**config.mk**
```make
export PLATFORM = sky130hd
export DESIGN_NAME = seg7_scan_display
export DESIGN_NICKNAME = d
export VERILOG_FILES = /design/src/rtl/seg7_pkg.sv /design/src/rtl/seg7_decode.sv /design/src/rtl/seg7_scan_display.sv
export SDC_FILE = /design/constraint.sdc
export NUM_CORES = 1
export LEC_CHECK = 0
export BUFFER_PORTS_ARGS = -buffer_cell sky130_fd_sc_hd__buf_2
export CELL_PAD_IN_SITES_DETAIL_PLACEMENT = 0
export CELL_PAD_IN_SITES_GLOBAL_PLACEMENT = 1
export CORE_MARGIN = 1
export CORE_UTILIZATION = 40
export CTS_CLUSTER_DIAMETER = 40
export DETAILED_ROUTE_END_ITERATION = 12
export GPL_ROUTABILITY_DRIVEN = 0
export PLACE_DENSITY = 0.8
export SETUP_SLACK_MARGIN = 0.1
export SLEW_MARGIN = 20
export SYNTH_ARGS = -nofsm -noshare
export SYNTH_HDL_FRONTEND = slang
export SYNTH_SLANG_ARGS = --single-unit
export TNS_END_PERCENT = 10
```
**constraint.sdc**
```tcl
create_clock -name clk -period 6.5 [get_ports clk]
set_input_delay 0.325 -clock clk [delete_from_list [all_inputs] [get_ports clk]]
set_output_delay 0.325 -clock clk [all_outputs]
set_load 0.01 [all_outputs]
```
**src/rtl/seg7_pkg.sv**
```systemverilog
// rtl/seg7_pkg.sv - shared segment codes, BCD types and sizing helpers
package seg7_pkg;

  typedef logic [3:0] bcd_t;

  typedef enum logic {
    ST_IDLE  = 1'b0,
    ST_SHIFT = 1'b1
  } conv_state_t;

  // Active-low, bit6 = g .. bit0 = a
  localparam logic [6:0] SEG_0     = 7'b1000000;
  localparam logic [6:0] SEG_1     = 7'b1111001;
  localparam logic [6:0] SEG_2     = 7'b0100100;
  localparam logic [6:0] SEG_3     = 7'b0110000;
  localparam logic [6:0] SEG_4     = 7'b0011001;
  localparam logic [6:0] SEG_5     = 7'b0010010;
  localparam logic [6:0] SEG_6     = 7'b0000010;
  localparam logic [6:0] SEG_7     = 7'b1111000;
  localparam logic [6:0] SEG_8     = 7'b0000000;
  localparam logic [6:0] SEG_9     = 7'b0010000;
  localparam logic [6:0] SEG_BLANK = 7'b1111111;

  // Never returns less than 1 so single-entry counters still get a real bit
  function automatic int ceil_log2(input int x);
    int r;
    r = 1;
    while ((1 << r) < x) r++;
    return r;
  endfunction

  function automatic logic [63:0] pow10(input int n);
    logic [63:0] p;
    p = 64'd1;
    for (int i = 0; i < n; i++) p = p * 64'd10;
    return p;
  endfunction

endpackage

```
**src/rtl/seg7_decode.sv**
```systemverilog
// rtl/seg7_decode.sv - combinational BCD nibble to active-low segment decode
module seg7_decode
  import seg7_pkg::*;
(
  input  bcd_t       nibble,
  output logic [6:0] seg
);

  always_comb begin
    seg = SEG_BLANK;
    case (nibble)
      4'd0:    seg = SEG_0;
      4'd1:    seg = SEG_1;
      4'd2:    seg = SEG_2;
      4'd3:    seg = SEG_3;
      4'd4:    seg = SEG_4;
      4'd5:    seg = SEG_5;
      4'd6:    seg = SEG_6;
      4'd7:    seg = SEG_7;
      4'd8:    seg = SEG_8;
      4'd9:    seg = SEG_9;
      default: seg = SEG_BLANK;
    endcase
  end

endmodule

```
**src/rtl/seg7_scan_display.sv**
```systemverilog
// rtl/seg7_scan_display.sv - binary load, sequential double-dabble, scanned 7-seg output
module seg7_scan_display
  import seg7_pkg::*;
#(
  parameter int N_DIGITS    = 4,
  parameter int BIN_W       = 14,
  parameter int REFRESH_DIV = 100000,
  parameter int BLANK_LZ    = 1
) (
  input  logic                clk,
  input  logic                rst,
  input  logic [BIN_W-1:0]    value,
  input  logic                load,
  output logic                busy,
  output logic                ovf,
  output logic [6:0]          seg,
  output logic [N_DIGITS-1:0] an
);

  localparam int DW    = 4 * N_DIGITS;
  localparam int CNT_W = ceil_log2(BIN_W + 1);
  localparam int RC_W  = ceil_log2(REFRESH_DIV);
  localparam int IDX_W = ceil_log2(N_DIGITS);
  localparam logic [63:0]      LIMIT     = pow10(N_DIGITS);
  localparam logic [CNT_W-1:0] LAST_STEP = CNT_W'(BIN_W);
  localparam logic [RC_W-1:0]  RC_LAST   = RC_W'(REFRESH_DIV - 1);
  localparam logic [IDX_W-1:0] IDX_LAST  = IDX_W'(N_DIGITS - 1);

  conv_state_t      state, state_nxt;
  logic             start, commit;
  logic [BIN_W-1:0] bin_sr;
  logic [DW-1:0]    bcd_sr, bcd_adj, bcd_step;
  logic [CNT_W-1:0] step_cnt;
  logic             ovf_cap;
  logic [DW-1:0]    disp, disp_nxt;

  logic [RC_W-1:0]     rcnt, rcnt_nxt;
  logic [IDX_W-1:0]    idx, idx_nxt;
  logic [N_DIGITS-1:0] blank_vec, an_nxt;
  logic                zero_run, blank_sel;
  bcd_t                nibble;
  logic [6:0]          dec_seg;

  always_ff @(posedge clk) begin
    if (rst) state <= ST_IDLE;
    else     state <= state_nxt;
  end

  always_comb begin
    state_nxt = state;
    case (state)
      ST_IDLE:  if (load) state_nxt = ST_SHIFT;
      ST_SHIFT: if (step_cnt == LAST_STEP) state_nxt = ST_IDLE;
      default:  state_nxt = ST_IDLE;
    endcase
  end

  always_comb begin
    busy   = (state == ST_SHIFT);
    start  = (state == ST_IDLE) && load;
    commit = (state == ST_SHIFT) && (step_cnt == LAST_STEP);
  end

  // One add-3-then-shift step; high bits lost here only matter on overflow, which saturates
  always_comb begin
    bcd_adj = bcd_sr;
    for (int k = 0; k < N_DIGITS; k++)
      if (bcd_sr[k*4 +: 4] >= 4'd5) bcd_adj[k*4 +: 4] = bcd_sr[k*4 +: 4] + 4'd3;
    bcd_step = {bcd_adj[DW-2:0], bin_sr[BIN_W-1]};
  end

  always_ff @(posedge clk) begin
    if (rst) begin
      bin_sr   <= '0;
      bcd_sr   <= '0;
      step_cnt <= '0;
      ovf_cap  <= 1'b0;
      ovf      <= 1'b0;
    end else if (start) begin
      bin_sr   <= value;
      bcd_sr   <= '0;
      step_cnt <= '0;
      ovf_cap  <= ({{(64 - BIN_W){1'b0}}, value} >= LIMIT);
    end else if (commit) begin
      ovf      <= ovf_cap;
    end else if (busy) begin
      bin_sr   <= bin_sr << 1;
      bcd_sr   <= bcd_step;
      step_cnt <= step_cnt + 1'b1;
    end
  end

  always_comb begin
    disp_nxt = disp;
    if (commit) disp_nxt = ovf_cap ? {N_DIGITS{4'd9}} : bcd_sr;
  end

  always_comb begin
    rcnt_nxt = rcnt + 1'b1;
    idx_nxt  = idx;
    if (rcnt == RC_LAST) begin
      rcnt_nxt = '0;
      idx_nxt  = (idx == IDX_LAST) ? '0 : idx + 1'b1;
    end
  end

  // Segment/anode registers look at next-state index and display so a commit
  // coinciding with a scan step shows the new digit of the new value
  always_comb begin
    blank_vec = '0;
    zero_run  = 1'b1;
    for (int k = N_DIGITS - 1; k >= 1; k--) begin
      zero_run     = zero_run && (disp_nxt[k*4 +: 4] == 4'd0);
      blank_vec[k] = zero_run && (BLANK_LZ != 0);
    end
  end

  always_comb begin
    nibble    = 4'd0;
    blank_sel = 1'b0;
    an_nxt    = '1;
    for (int k = 0; k < N_DIGITS; k++) begin
      if (idx_nxt == IDX_W'(k)) begin
        nibble    = disp_nxt[k*4 +: 4];
        blank_sel = blank_vec[k];
        an_nxt[k] = 1'b0;
      end
    end
  end

  seg7_decode u_decode (
    .nibble (nibble),
    .seg    (dec_seg)
  );

  always_ff @(posedge clk) begin
    if (rst) begin
      disp <= '0;
      rcnt <= '0;
      idx  <= '0;
      seg  <= SEG_0;
      an   <= {{(N_DIGITS - 1){1'b1}}, 1'b0};
    end else begin
      disp <= disp_nxt;
      rcnt <= rcnt_nxt;
      idx  <= idx_nxt;
      seg  <= blank_sel ? SEG_BLANK : dec_seg;
      an   <= an_nxt;
    end
  end

endmodule

```
* Word level (Yosys, flattened, before mapping)
Memories as Yosys holds them, arrays and structs flattened.
Cells that the tools add are included.
** Cells by class
- $add $sub $neg :: 7
- $lt $le $gt $ge :: 5
- Eq/ne operators :: 7
- Muxes and demuxes :: 26
- Bitwise logic cells :: 3
- Reduce and logical (&&, ||, !) cells :: 15
** Operators by type and width (number)
- 2-to-1 mux 14 bit :: 3
- 2-to-1 mux 16 bit :: 2
- 2-to-1 mux 4 bit :: 7
- adder 17 x 1 -> 17 bit, second input constant :: 1
- == test 17 bit, second input constant :: 1
- >= comparator 4 x 3 -> 1 bit, second input constant :: 4
- >= comparator 14 bit, second input constant :: 1
- adder 4 x 2 -> 4 bit, second input constant :: 3
- zero test 4 bit :: 3
- 2-to-1 mux 1 bit :: 9
- == test 2 bit, second input constant :: 3
- 2-to-1 mux 6 bit :: 1
- AND reduction 2 bit :: 3
- OR reduction 2 bit :: 3
- adder 4 x 1 -> 4 bit, second input constant :: 1
- == test 4 bit, second input constant :: 1
- logical AND 1 bit :: 4
- 2-to-1 mux 2 bit :: 2
- adder 3 x 2 -> 3 bit, second input constant :: 1
- 2-to-1 mux 3 bit :: 1
- inverter 1 bit :: 3
- adder 2 x 1 -> 2 bit, second input constant :: 1
- == test 2 x 1 -> 1 bit, second input constant :: 1
- zero test 2 bit :: 1
- 3 further kinds :: 3
** Word-level totals
- Register bits :: 83
- Memory bits (read-only) :: 112
- Memories kept :: 1
** Memories
- (no name shown) :: words 16, width 7, rd ports 1, clocked after memory_dff 0, write ports 0, RTL line seg7_decode.sv:11 : case (nibble)

* Depth between registers and ports, before layout
Gate-level depths: netlist of the first run.
- Depth in word-level cells :: 10
- Depth in mapped cells :: 13
- Depth with buffers taken out :: 12

* By module
A second synthesis of the first run with hierarchy kept.
** Unflattened totals
- Cells, all modules :: 474
- Area, all modules :: 3913.8 µm²
** By module, submodules not included
- seg7_scan_display :: times used 1, cells each 441, area an instance 3703.6 µm²
- seg7_decode :: times used 1, cells each 33, area an instance 210.2 µm²

* Worst setup path after synthesis of the first run
OpenSTA, ideal clock, no wires.
- Path kind :: register -> register
- Start point :: reg rcnt[0]
- End point :: reg seg[4]
- Arrival :: 2.462 ns
- Slack :: 3.909 ns
- Stages on the path, launching flop included :: 13
- Buffers on the path :: 1
- Clock period less this slack :: 2.591 ns
- Cells stage by stage :: dfxtp_1 ha_1 and4_1 nand4_4 mux2i_2 buf_6 mux2i_1 mux2_4 inv_1 ha_1 inv_1 o41ai_1 a21oi_1
** Between the ends
- Word-level cells in the longest chain between the ends :: 9
- Elaborated cells on any way between the ends :: 15
** RTL lines
- start, declared :: RTL line seg7_scan_display.sv:37 : logic [RC_W-1:0] rcnt, rcnt_nxt;
- start signal, assigned :: RTL line seg7_scan_display.sv:145 : rcnt <= rcnt_nxt;
- == test 17 bit * :: RTL line seg7_scan_display.sv:101 : if (rcnt == RC_LAST) begin
- 2-to-1 mux 2 bit * :: RTL line seg7_scan_display.sv:101
- zero test 2 bit :: RTL line seg7_scan_display.sv:123 : if (idx_nxt == IDX_W'(k)) begin
- 2-to-1 mux 4 bit (4 in a row) :: RTL line seg7_scan_display.sv:123
- memory (16 x 7 bit)
- 2-to-1 mux 6 bit * :: RTL line seg7_scan_display.sv:147 : seg <= blank_sel ? SEG_BLANK : dec_seg;
- end signal, assigned :: RTL line seg7_scan_display.sv:147
- end, declared :: RTL line seg7_scan_display.sv:16 : output logic [6:0] seg,
Every way passes the cells marked *; elsewhere a longest branch is shown, timed or not.
A chain may end at the register's enable or synchronous reset.

* Worst setup path in the final report of the first run
- Start point :: reg rcnt[0]
- End point :: reg seg[0]
Same word-level chain as after synthesis.

==> metrics.csv, run 1 <==
stage,metric,value,unit
synth,Syn Inst Count,457,
critical_path,Setup crit end kind,flip-flop,
detailed_routing,"wirelength, routed",7860,um
power,leak pwr,1.71,nW
layout,Ant. Diodes,0,
detailed_routing,DRC Markers,0,
power,Sequential Power Share,55.3,%
timing,Fmax,306,MHz
global_routing,vias in the first global route,2919,
floorplanning,Die X-Extent,101,um
global_routing,initial antenna violation count,0,
power,Power Density,220,nW/um2
timing,final hold violation count,0,
critical_path,critical path endpoint,seg[0],
timing,fin crit period,3.27,ns
layout,layout cells sized above 1,13.3,%
placement,port bufs,29,
detailed_routing,post-DR wirelength/cell,12.9,um
synth,Mean Syn Cell Area,8.50,um2
detailed_routing,DRT iter0 DRCs,103,
critical_path,Crit-path slowest cell,mux2i_2,
clock_network,clk buf depth,2,
synth,"Seq/Total Area, Yosys",42.8,%
clock_network,root buffer cell,clkbuf_8,
clock_network,TritonCTS clock tree,built,
layout,"commonest cells after routing, fill and taps aside","dfxtp_1 (83), nor2_1 (70), a21oi_1 (57)",
clock_network,"Reg clk slew, reported paths",0.08,ns
timing,Worst Tran Pin Value,0.888,ns
detailed_routing,total vias in the final route,3114,
floorplanning,DIE AREA,10100,um2
layout,P&R area growth vs syn,11.1,%
hold_path,HP Class,input port to flip-flop,
global_routing,largest net degree at the start of global routing,44,
critical_path,Worst Path Arrival,3.50,ns
clock_network,htree depth,3,
timing,Final Skew,0.0130,ns
global_routing,gr usage total,17.0,%
status,outcome,"finished, final reports clean",
critical_path,crit-path cells,ha_1 > and4_1 > nand4_4 > mux2i_2 > mux2i_1 > mux2i_1 > inv_1 > ha_1 > a211oi_1 > a21oi_1,
layout,area taken by multi-input logic gates,2080,um2
global_routing,first-pass GRT wire length,13600,um
synth,number of synthesis warnings,0,
detailed_routing,Antenna Nets Post-Route,0,
floorplanning,Ports,30,
floorplanning,Die Span Y,101,um
floorplanning,Core ar.,9330,um2
power,P_sw,231,uW
power,Net Sw Frac,24.3,%
layout,utilization after layout,46.3,%
layout,Register Area,1660,um2
layout,fill cell count,911,
timing,fin crit share,50.4,%
critical_path,Critical Path Start,rcnt[0],
clock_network,post-CTS setup buffers,0,
critical_path,Critical Path Fanout Max,12,
detailed_routing,TritonRoute pass-1 iters,4,
power,Comb pwr share,5.4,%
critical_path,Reg2Reg Depth,10,
clock_network,Post-CTS Resized,0,
power,Pint,719,uW
detailed_routing,Via density,5.10,
floorplanning,Row Count,35,
layout,"most common cell after layout, fill and taps aside",dfxtp_1,
timing,RSZ-0062 raised after global routing,false,
power,clock network power share,39.3,%
critical_path,Levels on crit path,10,
synth,Post-Syn Area,3880,um2
synth,Post-Syn Nets,491,
job,max-cap viol count,0,
critical_path,Crit Reg-Reg Endpoint,seg[0],
synth,Synth cell types,45,
placement,Final HPWL DP,5360,um
critical_path,critical path class,flip-flop to flip-flop,
power,VDD IR max,0.181,mV
timing,Final TNS setup,0,ns
floorplanning,Starting Density,41.6,%
timing,Final Slew Violations,0,
critical_path,reg2reg start,rcnt[0],
critical_path,CP top delay family,multiplexers,
clock_network,CTS buffer count,9,
critical_path,CP Launch Type,flip-flop,
clock_network,Sink Count,83,
timing,Slew headroom,40.6,%
timing,Setup Viol. Count Final,0,
global_routing,GRT Residual Overflow,0,
layout,nets@finish,512,
critical_path,"Largest stage delay, worst path",0.71,ns
clock_network,worst-skew pair later-pin latency,0.35,ns
critical_path,worst path bufs/invs,1,
critical_path,CP Data Required Time,6.73,ns
clock_network,hold_buf cts,0,
critical_path,R2R setup slack,3.23,ns
synth,Yosys reg bits,83,
## synthesized netlist by cell type, drive strengths merged
| library cell | count | area, um2 |
|---|---|---|
| a211oi | 4 | 30.0 |
| a21oi | 57 | 285 |
| a22oi | 13 | 97.6 |
| a2bb2oi | 1 | 8.76 |
| a31oi | 1 | 6.26 |
| and2 | 1 | 6.26 |
| and3 | 3 | 21.3 |
| and4 | 1 | 8.76 |
| and4bb | 2 | 25.0 |
| buf | 4 | 23.8 |
| clkbuf | 19 | 71.3 |
| dfxtp | 83 | 1660 |
| ha | 17 | 213 |
| inv | 13 | 48.8 |
| mux2 | 5 | 67.6 |
| mux2i | 16 | 176 |
| nand2 | 55 | 206 |
| nand2b | 5 | 31.3 |
| nand3 | 12 | 60.1 |
| nand4 | 8 | 65.1 |
| nand4b | 1 | 8.76 |
| nor2 | 70 | 263 |
| nor2b | 2 | 12.5 |
| nor3 | 9 | 45.0 |
| nor3b | 3 | 22.5 |
| nor4 | 2 | 12.5 |
| nor4b | 1 | 23.8 |
| o21ai | 13 | 65.1 |
| o21bai | 1 | 7.51 |
| o311ai | 1 | 8.76 |
| o31ai | 1 | 7.51 |
| o41ai | 3 | 45.1 |
| or2 | 3 | 18.8 |
| or3 | 2 | 12.5 |
| or4 | 1 | 7.51 |
| xnor2 | 11 | 96.3 |
| xor2 | 13 | 114 |
## cell families after synthesis
kind of cell / Yosys count / share of synthesized area, %
AO/OA/AOI/OAI: 95 / 14.5
XOR/XNOR: 24 / 5.41
adder cells (fa/ha/maj): 17 / 5.47
buffers and inverters: 36 / 3.70
flip-flops: 83 / 42.8
multiplexers: 21 / 6.28
AND/OR/NAND/NOR: 181 / 21.9
## per-stage QoR
| stage | total power, mW | setup WS (ns) | std cells | instance area, um2 | hold slack (ns) |
|---|---|---|---|---|---|
| floorplan | 0.573 | 3.91 | 457 | 3880 | 0.426 |
| global route | 0.989 | 2.83 | 610 | 4320 | 0.244 |
| detailed placement | 0.589 | 3.25 | 596 | 4130 | 0.445 |
| finish | 0.950 | 3.23 | 610 | 4320 | 0.221 |
| CTS | 0.962 | 3.24 | 610 | 4320 | 0.204 |
| global placement | 0.588 | 3.50 | 596 | 4130 | 0.439 |
## power groups by stage
stage / sequential, mW / clock, mW / combinational, mW
2_1_floorplan: 0.535 / 0 / 0.0381
3_3_place_gp: 0.537 / 0 / 0.0509
3_5_place_dp: 0.538 / 0 / 0.0516
4_1_cts: 0.526 / 0.384 / 0.0517
5_1_grt: 0.527 / 0.404 / 0.0582
6_report: 0.525 / 0.373 / 0.0511
## state kept, by name, indices dropped and copies added (netlist names)
| register | cells |
|---|---|
| an | 4 |
| bcd_sr | 16 |
| bin_sr | 14 |
| busy | 1 |
| disp | 16 |
| idx | 2 |
| ovf | 1 |
| ovf_cap | 1 |
| rcnt | 17 |
| seg | 7 |
| step_cnt | 4 |
## worst register-to-register path, delay by kind of cell, from the launching register on
kind,cells,cell delay [ns]
and+or+nand+nor,2,0.48
DFF,1,0.37
adders and majority gates,2,0.44
buffers and inverters,1,0.13
AOI/OAI and AO/OA,2,0.40
muxes,3,1.34
## worst min-delay path by stage
| stage | startpoint | to | slack, ns | cells after the start |
|---|---|---|---|---|
| after floorplan | rcnt[0] | rcnt[0] | 0.43 | 1 |
| after global placement | rcnt[0] | rcnt[0] | 0.44 | 1 |
| after detailed placement | bin_sr[13] | bcd_sr[0] | 0.45 | 2 |
| after CTS | value[0] | bin_sr[0] | 0.20 | 3 |
| after global routing | value[0] | bin_sr[0] | 0.24 | 3 |
| final | value[0] | bin_sr[0] | 0.22 | 3 |
## layout make-up
class,instances,share of cell area (%)
inverter,13,1.13
timing repair buffer,33,4.06
clock buffer,10,3.19
sequential,83,38.5
tap,129,3.74
multi-input combinational,338,48.2
clock inverter,4,1.22
## per-layer routing
layer | vias to the layer above | GRT usage, % | part of all wire [%]
met5 | - | 0 | 0
met3 | 11 | 4.51 | 3.1
met2 | 43 | 28.4 | 47
met1 | 1456 | 21.1 | 48
met4 | 0 | 5.80 | 1.7
li1 | 1604 | - | -
Note: power is estimated with default switching activity, not from simulation.
==> run 2, diff against run 1 <==
--- a/config.mk
+++ b/config.mk
@@ -13,7 +13,7 @@
 export CTS_CLUSTER_DIAMETER = 40
 export DETAILED_ROUTE_END_ITERATION = 12
 export GPL_ROUTABILITY_DRIVEN = 0
-export PLACE_DENSITY = 0.8
+export PLACE_DENSITY = 0.83
 export SETUP_SLACK_MARGIN = 0.1
 export SLEW_MARGIN = 20
 export SYNTH_ARGS = -nofsm -noshare
==> constraint.sdc (replaced) <==
create_clock -name clk -period 3 [get_ports clk]
set_input_delay 0.15 -clock clk [delete_from_list [all_inputs] [get_ports clk]]
set_output_delay 0.15 -clock clk [all_outputs]
set_load 0.01 [all_outputs]
==> run 2 against run 1 <==
Worst hold slack worse by 0.20 ns. Non-clock buffer count increased by 8. Die area stayed put. Clock power up 110%. Core utilization grew 1.0 points. Critical path depth increased by 1. Combinational power is 130% higher. Count of clock-buffer cells in the layout is 2 higher. Register-to-register slack worse by 2.9 ns. Global-route usage is 0.093 points lower. Worst setup slack worse by 2.9 ns. Routed wire length fell by 1.6%. Highest routed layer unchanged.
==> metrics.csv, run 2 (same netlist as run 1, synthesis figures left out) <==
stage,metric,value,unit,change
placement,port bufs,29,,unchanged
floorplanning,Row Count,35,,unchanged
global_routing,first-pass GRT wire length,13700,um,was 13600 um
critical_path,CP Data Required Time,3.23,ns,was 6.73 ns
critical_path,Critical Path Fanout Max,6,,was 12
job,max-cap viol count,0,,unchanged
clock_network,worst-skew pair later-pin latency,0.35,ns,about the same
detailed_routing,DRC Markers,0,,unchanged
placement,placed cell areas,4190,um2,was 4130 um2
critical_path,CP Launch Type,flip-flop,,unchanged
global_routing,initial antenna violation count,0,,unchanged
clock_network,TritonCTS clock tree,built,,unchanged
timing,Worst Tran Pin Value,0.670,ns,was 0.888 ns
power,Power Density,465,nW/um2,was 220 nW/um2
global_routing,Global Route met3 Usage,3.95,%,was 4.51%
floorplanning,DIE AREA,10100,um2,unchanged
floorplanning,Ports,30,,unchanged
global_routing,vias in the first global route,3074,,was 2919
critical_path,Worst Path Arrival,2.90,ns,was 3.50 ns
floorplanning,Die X-Extent,101,um,unchanged
floorplanning,Core ar.,9330,um2,unchanged
critical_path,critical path class,flip-flop to flip-flop,,unchanged
detailed_routing,total vias in the final route,3153,,was 3114
critical_path,CP top delay family,multiplexers,,unchanged
placement,Placement Setup Slack,0.169,ns,was 3.25 ns
timing,final hold violation count,0,,unchanged
timing,Final TNS setup,0,ns,unchanged
critical_path,crit-path cells,ha_1 > and4_2 > nand4_4 > mux2i_4 > mux2i_1 > mux2_4 > inv_1 > ha_1 > inv_1 > o41ai_2 > a21oi_1,,was ha_1 > and4_1 > nand4_4 > mux2i_2 > mux2i_1 > mux2i_1 > inv_1 > ha_1 > a211oi_1 > a21oi_1
clock_network,"Reg clk slew, reported paths",0.09,ns,was 0.08 ns
floorplanning,Die Span Y,101,um,unchanged
critical_path,Setup crit end kind,flip-flop,,unchanged
layout,Final Cell Area,4410,um2,was 4320 um2
timing,fin crit period,2.67,ns,was 3.27 ns
timing,Final Slew Violations,0,,unchanged
layout,P&R area growth vs syn,13.6,%,was 11.1%
critical_path,"Largest stage delay, worst path",0.36,ns,was 0.71 ns
detailed_routing,Antenna Nets Post-Route,0,,unchanged
timing,Setup WS post-layout,0.329,ns,was 3.23 ns
layout,layout cells sized above 1,15.3,%,was 13.3%
clock_network,Sink Count,83,,unchanged
critical_path,worst path bufs/invs,2,,was 1
clock_network,clk buf depth,2,,unchanged
clock_network,root buffer cell,clkbuf_8,,unchanged
global_routing,met2 usage in global routing,29.8,%,was 28.4%
placement,Final HPWL DP,5560,um,was 5360 um
layout,fill cell count,912,,was 911
clock_network,htree depth,3,,unchanged
global_routing,largest net degree at the start of global routing,36,,was 44
global_routing,GRT busiest layer,met2,,unchanged
clock_network,CTS buffer count,9,,unchanged
layout,Largest register FFs,17,,unchanged
timing,Fmax,374,MHz,was 306 MHz
detailed_routing,Via density,5.09,,was 5.10
status,outcome,"finished, final reports clean",,unchanged
timing,Final Skew,0.0135,ns,was 0.0130 ns
hold_path,HP Class,input port to flip-flop,,unchanged
layout,Top Registers,"rcnt (17), bcd_sr (16), disp (16)",,unchanged
global_routing,grt met1 use,20.3,%,was 21.1%
timing,Slew headroom,55.2,%,was 40.6%
detailed_routing,DRT iter0 DRCs,113,,was 103
global_routing,GRT Residual Overflow,0,,unchanged
layout,nets@finish,520,,was 512
clock_network,hold_buf cts,0,,unchanged
power,leak pwr,1.76,nW,was 1.71 nW
global_routing,gr usage total,16.9,%,was 17.0%
layout,"commonest cells after routing, fill and taps aside","dfxtp_1 (82), nor2_1 (70), a21oi_1 (57)",,"was dfxtp_1 (83), nor2_1 (70), a21oi_1 (57)"
timing,RSZ-0062 raised after global routing,false,,unchanged
power,VDD IR max,0.253,mV,was 0.181 mV
timing,Setup Viol. Count Final,0,,unchanged
detailed_routing,post-DR wirelength/cell,12.5,um,was 12.9 um
floorplanning,Starting Density,41.6,%,unchanged
critical_path,Crit-path slowest cell,dfxtp_1,,was mux2i_2
layout,Largest Register,rcnt,,unchanged
layout,"most common cell after layout, fill and taps aside",dfxtp_1,,unchanged
detailed_routing,TritonRoute pass-1 iters,4,,unchanged
timing,fin crit share,89.0,%,was 50.4%
detailed_routing,"wirelength, routed",7730,um,was 7860 um
layout,Ant. Diodes,0,,unchanged
## run 2: timing repair
item / in CTS / in global routing
resized for setup: 0 / 4
endpoints found under the setup margin: 0 / 7
setup buffers: 0 / 1
## run 2: final cells by class
class	count	area (um2)	area share (%)
clock inverter	4	50.0	1.13
tap	129	161	3.66
timing repair buffer	41	248	5.61
multi-input combinational	338	2100	47.5
sequential	83	1660	37.7
inverter	13	48.8	1.11
clock buffer	12	145	3.29
## run 2: report_power, final
part           internal, mW  switching, mW  total [mW]
clock                 0.407          0.390       0.797
sequential             1.12         0.0168        1.14
combinational        0.0415         0.0737       0.115
## run 2: path summary, 6_finish.rpt
| check | startpoint | endpoint | slack (ns) | cells after the start |
|---|---|---|---|---|
| worst max-delay path | rcnt[1] | seg[4] | 0.33 | 11 |
| worst max register to register | rcnt[1] | seg[4] | 0.33 | 11 |
| worst min-delay path | value[0] | bin_sr[0] | 0.02 | 3 |
| worst min register to register | rcnt[0] | rcnt[0] | 0.43 | 1 |
## run 2: worst min-delay path: cells and delay by family
| kind | cells | cell delay [ns] |
|---|---|---|
| buf+inv | 1 | 0.08 |
| simple gates | 1 | 0.07 |
| compound gates | 1 | 0.05 |
## run 2: stage by stage
| stage | total power [mW] | hold slack [ns] | instances | util (%) |
|---|---|---|---|---|
| 2_1_floorplan | 1.24 | 0.289 | 457 | - |
| 3_3_place_gp | 1.28 | 0.375 | 603 | 44.9 |
| 3_5_place_dp | 1.28 | 0.386 | 603 | 44.9 |
| 4_1_cts | 2.07 | 0.0121 | 619 | 47.0 |
| 5_1_grt | 2.13 | 0.0295 | 620 | 47.3 |
| 6_report | 2.05 | 0.0208 | 620 | 47.3 |
## run 2: layer usage
layer  vias up  wire [um]
li1       1622          -
met1      1474       3520
met2        49       3850
met3         8        261
met4         0         93
met5         -          0
==> run 3, diff against run 2 <==
--- a/config.mk
+++ b/config.mk
@@ -9,11 +9,11 @@
 export CELL_PAD_IN_SITES_DETAIL_PLACEMENT = 0
 export CELL_PAD_IN_SITES_GLOBAL_PLACEMENT = 1
 export CORE_MARGIN = 1
-export CORE_UTILIZATION = 40
+export CORE_UTILIZATION = 41
 export CTS_CLUSTER_DIAMETER = 40
 export DETAILED_ROUTE_END_ITERATION = 12
 export GPL_ROUTABILITY_DRIVEN = 0
-export PLACE_DENSITY = 0.83
+export PLACE_DENSITY = 0.85
 export SETUP_SLACK_MARGIN = 0.1
 export SLEW_MARGIN = 20
 export SYNTH_ARGS = -nofsm -noshare
==> run 3 against run 2 <==
Via count up 0.32%. Critical path depth up 1. Largest cell class unchanged. Core utilization up 0.83 points. Largest power group unchanged.
==> metrics.csv, run 3 (same netlist as run 1, synthesis figures left out) <==
stage,metric,value,unit,change
timing,fin crit share,91.6,%,was 89.0%
clock_network,Sink Count,83,,unchanged
layout,"non-filler cells, final",602,,was 620
hold_path,HP Class,input port to flip-flop,,unchanged
timing,Final TNS setup,0,ns,unchanged
timing,Slew headroom,37.8,%,was 55.2%
critical_path,crit-path cells,ha_1 > and4_2 > nand4_4 > mux2i_2 > buf_6 > mux2i_1 > mux2_4 > inv_1 > ha_1 > inv_1 > o41ai_2 > a21oi_1,,was ha_1 > and4_2 > nand4_4 > mux2i_4 > mux2i_1 > mux2_4 > inv_1 > ha_1 > inv_1 > o41ai_2 > a21oi_1
floorplanning,Starting Density,42.2,%,was 41.6%
power,Power Density,498,nW/um2,was 465 nW/um2
clock_network,clk buf depth,2,,unchanged
critical_path,Crit-path slowest cell,dfxtp_1,,unchanged
status,outcome,"finished, final reports clean",,unchanged
clock_network,root buffer cell,clkbuf_8,,unchanged
timing,final hold violation count,0,,unchanged
detailed_routing,Via density,5.25,,was 5.09
floorplanning,Core ar.,9200,um2,was 9330 um2
layout,"most common cell after layout, fill and taps aside",dfxtp_1,,unchanged
detailed_routing,TritonRoute pass-1 iters,4,,unchanged
detailed_routing,DRC Markers,0,,unchanged
critical_path,Reg2Reg Depth,12,,was 11
job,max-cap viol count,0,,unchanged
layout,nets@finish,520,,unchanged
timing,Final Slew Violations,0,,unchanged
timing,RSZ-0062 raised after global routing,true,,was false
timing,Setup WS post-layout,0.253,ns,was 0.329 ns
global_routing,initial antenna violation count,0,,unchanged
global_routing,largest net degree at the start of global routing,36,,unchanged
global_routing,vias in the first global route,2852,,was 3074
timing,fin crit period,2.75,ns,was 2.67 ns
clock_network,htree depth,3,,unchanged
power,Final Total Pwr,2.20,mW,was 2.05 mW
clock_network,hold_buf cts,0,,unchanged
critical_path,CP Launch Type,flip-flop,,unchanged
clock_network,TritonCTS clock tree,built,,unchanged
critical_path,CP Data Required Time,3.22,ns,was 3.23 ns
placement,Placed Instances,584,,was 603
detailed_routing,DRT iter0 DRCs,139,,was 113
layout,layout cells sized above 1,15.1,%,was 15.3%
layout,utilization after layout,48.1,%,was 47.3%
timing,Fmax,364,MHz,was 374 MHz
clock_network,worst-skew pair later-pin latency,0.34,ns,was 0.35 ns
layout,Largest register FFs,17,,unchanged
global_routing,first-pass GRT wire length,13400,um,was 13700 um
floorplanning,Ports,30,,unchanged
placement,Placement Setup Slack,0.231,ns,was 0.169 ns
global_routing,GRT Residual Overflow,0,,unchanged
clock_network,CTS buffer count,9,,unchanged
timing,Worst Tran Pin Value,0.930,ns,was 0.670 ns
placement,port bufs,29,,unchanged
power,leak pwr,1.78,nW,was 1.76 nW
hold_path,hold depth,3,,unchanged
critical_path,critical path class,flip-flop to flip-flop,,unchanged
floorplanning,DIE AREA,9870,um2,was 10100 um2
critical_path,"Largest stage delay, worst path",0.37,ns,was 0.36 ns
clock_network,"Reg clk slew, reported paths",0.08,ns,was 0.09 ns
layout,Top Registers,"rcnt (17), bcd_sr (16), disp (16)",,unchanged
detailed_routing,total vias in the final route,3163,,was 3153
power,VDD IR max,0.305,mV,was 0.253 mV
detailed_routing,Antenna Nets Post-Route,0,,unchanged
layout,"commonest cells after routing, fill and taps aside","dfxtp_1 (83), nor2_1 (70), a21oi_1 (57)",,"was dfxtp_1 (82), nor2_1 (70), a21oi_1 (57)"
placement,Final HPWL DP,5640,um,was 5560 um
critical_path,Worst Path Arrival,2.97,ns,was 2.90 ns
floorplanning,Row Count,35,,unchanged
layout,Largest Register,rcnt,,unchanged
critical_path,Setup crit end kind,flip-flop,,unchanged
timing,Setup Viol. Count Final,0,,unchanged
timing,Final Skew,0.0119,ns,was 0.0135 ns
global_routing,gr usage total,16.9,%,about the same
detailed_routing,"wirelength, routed",7970,um,was 7730 um
layout,P&R area growth vs syn,13.9,%,was 13.6%
layout,Ant. Diodes,0,,unchanged
floorplanning,Die X-Extent,99.3,um,was 101 um
detailed_routing,post-DR wirelength/cell,13.2,um,was 12.5 um
critical_path,Critical Path Fanout Max,9,,was 6
floorplanning,Die Span Y,99.3,um,was 101 um
-- run 3: cell count changes in the layout (fill, tap and decap cells not counted), sizes merged --
cell / delta
bufinv: +2
clkinvlp: -2
-- run 3: metrics by stage --
stage          hold WS, ns  cell area, um2
2_1_floorplan        0.289            3880
3_3_place_gp         0.384            4160
3_5_place_dp         0.384            4160
4_1_cts             0.0165            4400
5_1_grt             0.0386            4430
6_report            0.0323            4430
-- run 3: path summary, 6_finish.rpt --
kind | start | end | slack [ns]
worst min register to register | bin_sr[5] | bin_sr[5] | 0.46
worst max-delay path | rcnt[0] | seg[4] | 0.25
worst max register to register | rcnt[0] | seg[4] | 0.25
worst min-delay path | value[0] | bin_sr[0] | 0.03
-- run 3: power breakdown --
part           switching [mW]  internal (mW)
sequential             0.0178           1.12
clock                   0.396          0.557
combinational          0.0722         0.0387
-- run 3: repair_timing --
| item | CTS | global route |
|---|---|---|
| gates resized for setup | 0 | 4 |
| buffers inserted | 0 | 2 |
| endpoints found under the setup margin | 0 | 3 |
-- run 3: layer usage --
| metal | vias to the layer above | part of all wire (%) | GRT usage (%) |
|---|---|---|---|
| li1 | 1628 | - | - |
| met1 | 1481 | 47 | 21.5 |
| met2 | 45 | 49 | 28.6 |
| met3 | 9 | 2.5 | 3.58 |
| met4 | 0 | 1.3 | 5.66 |
| met5 | - | 0 | 0 |
-- run 3: area by class of cell --
cell class | instances | area [um2]
Tap cell | 111 | 139
Clock buffer | 12 | 135
Multi-Input combinational cell | 338 | 2090
Fill cell | 898 | 4770
Clock inverter | 4 | 98.8
Inverter | 13 | 48.8
Timing Repair Buffer | 41 | 251
Sequential cell | 83 | 1660
-- run 3: critical path, delay by kind of cell (launching register included) --
| family | cells | cell delay, ns |
|---|---|---|
| multiplexers | 3 | 0.66 |
| AND/OR/NAND/NOR | 2 | 0.46 |
| AO/OA/AOI/OAI | 2 | 0.42 |
| flip-flops | 1 | 0.37 |
| adder cells (fa/ha/maj) | 2 | 0.36 |
| buffers and inverters | 3 | 0.35 |
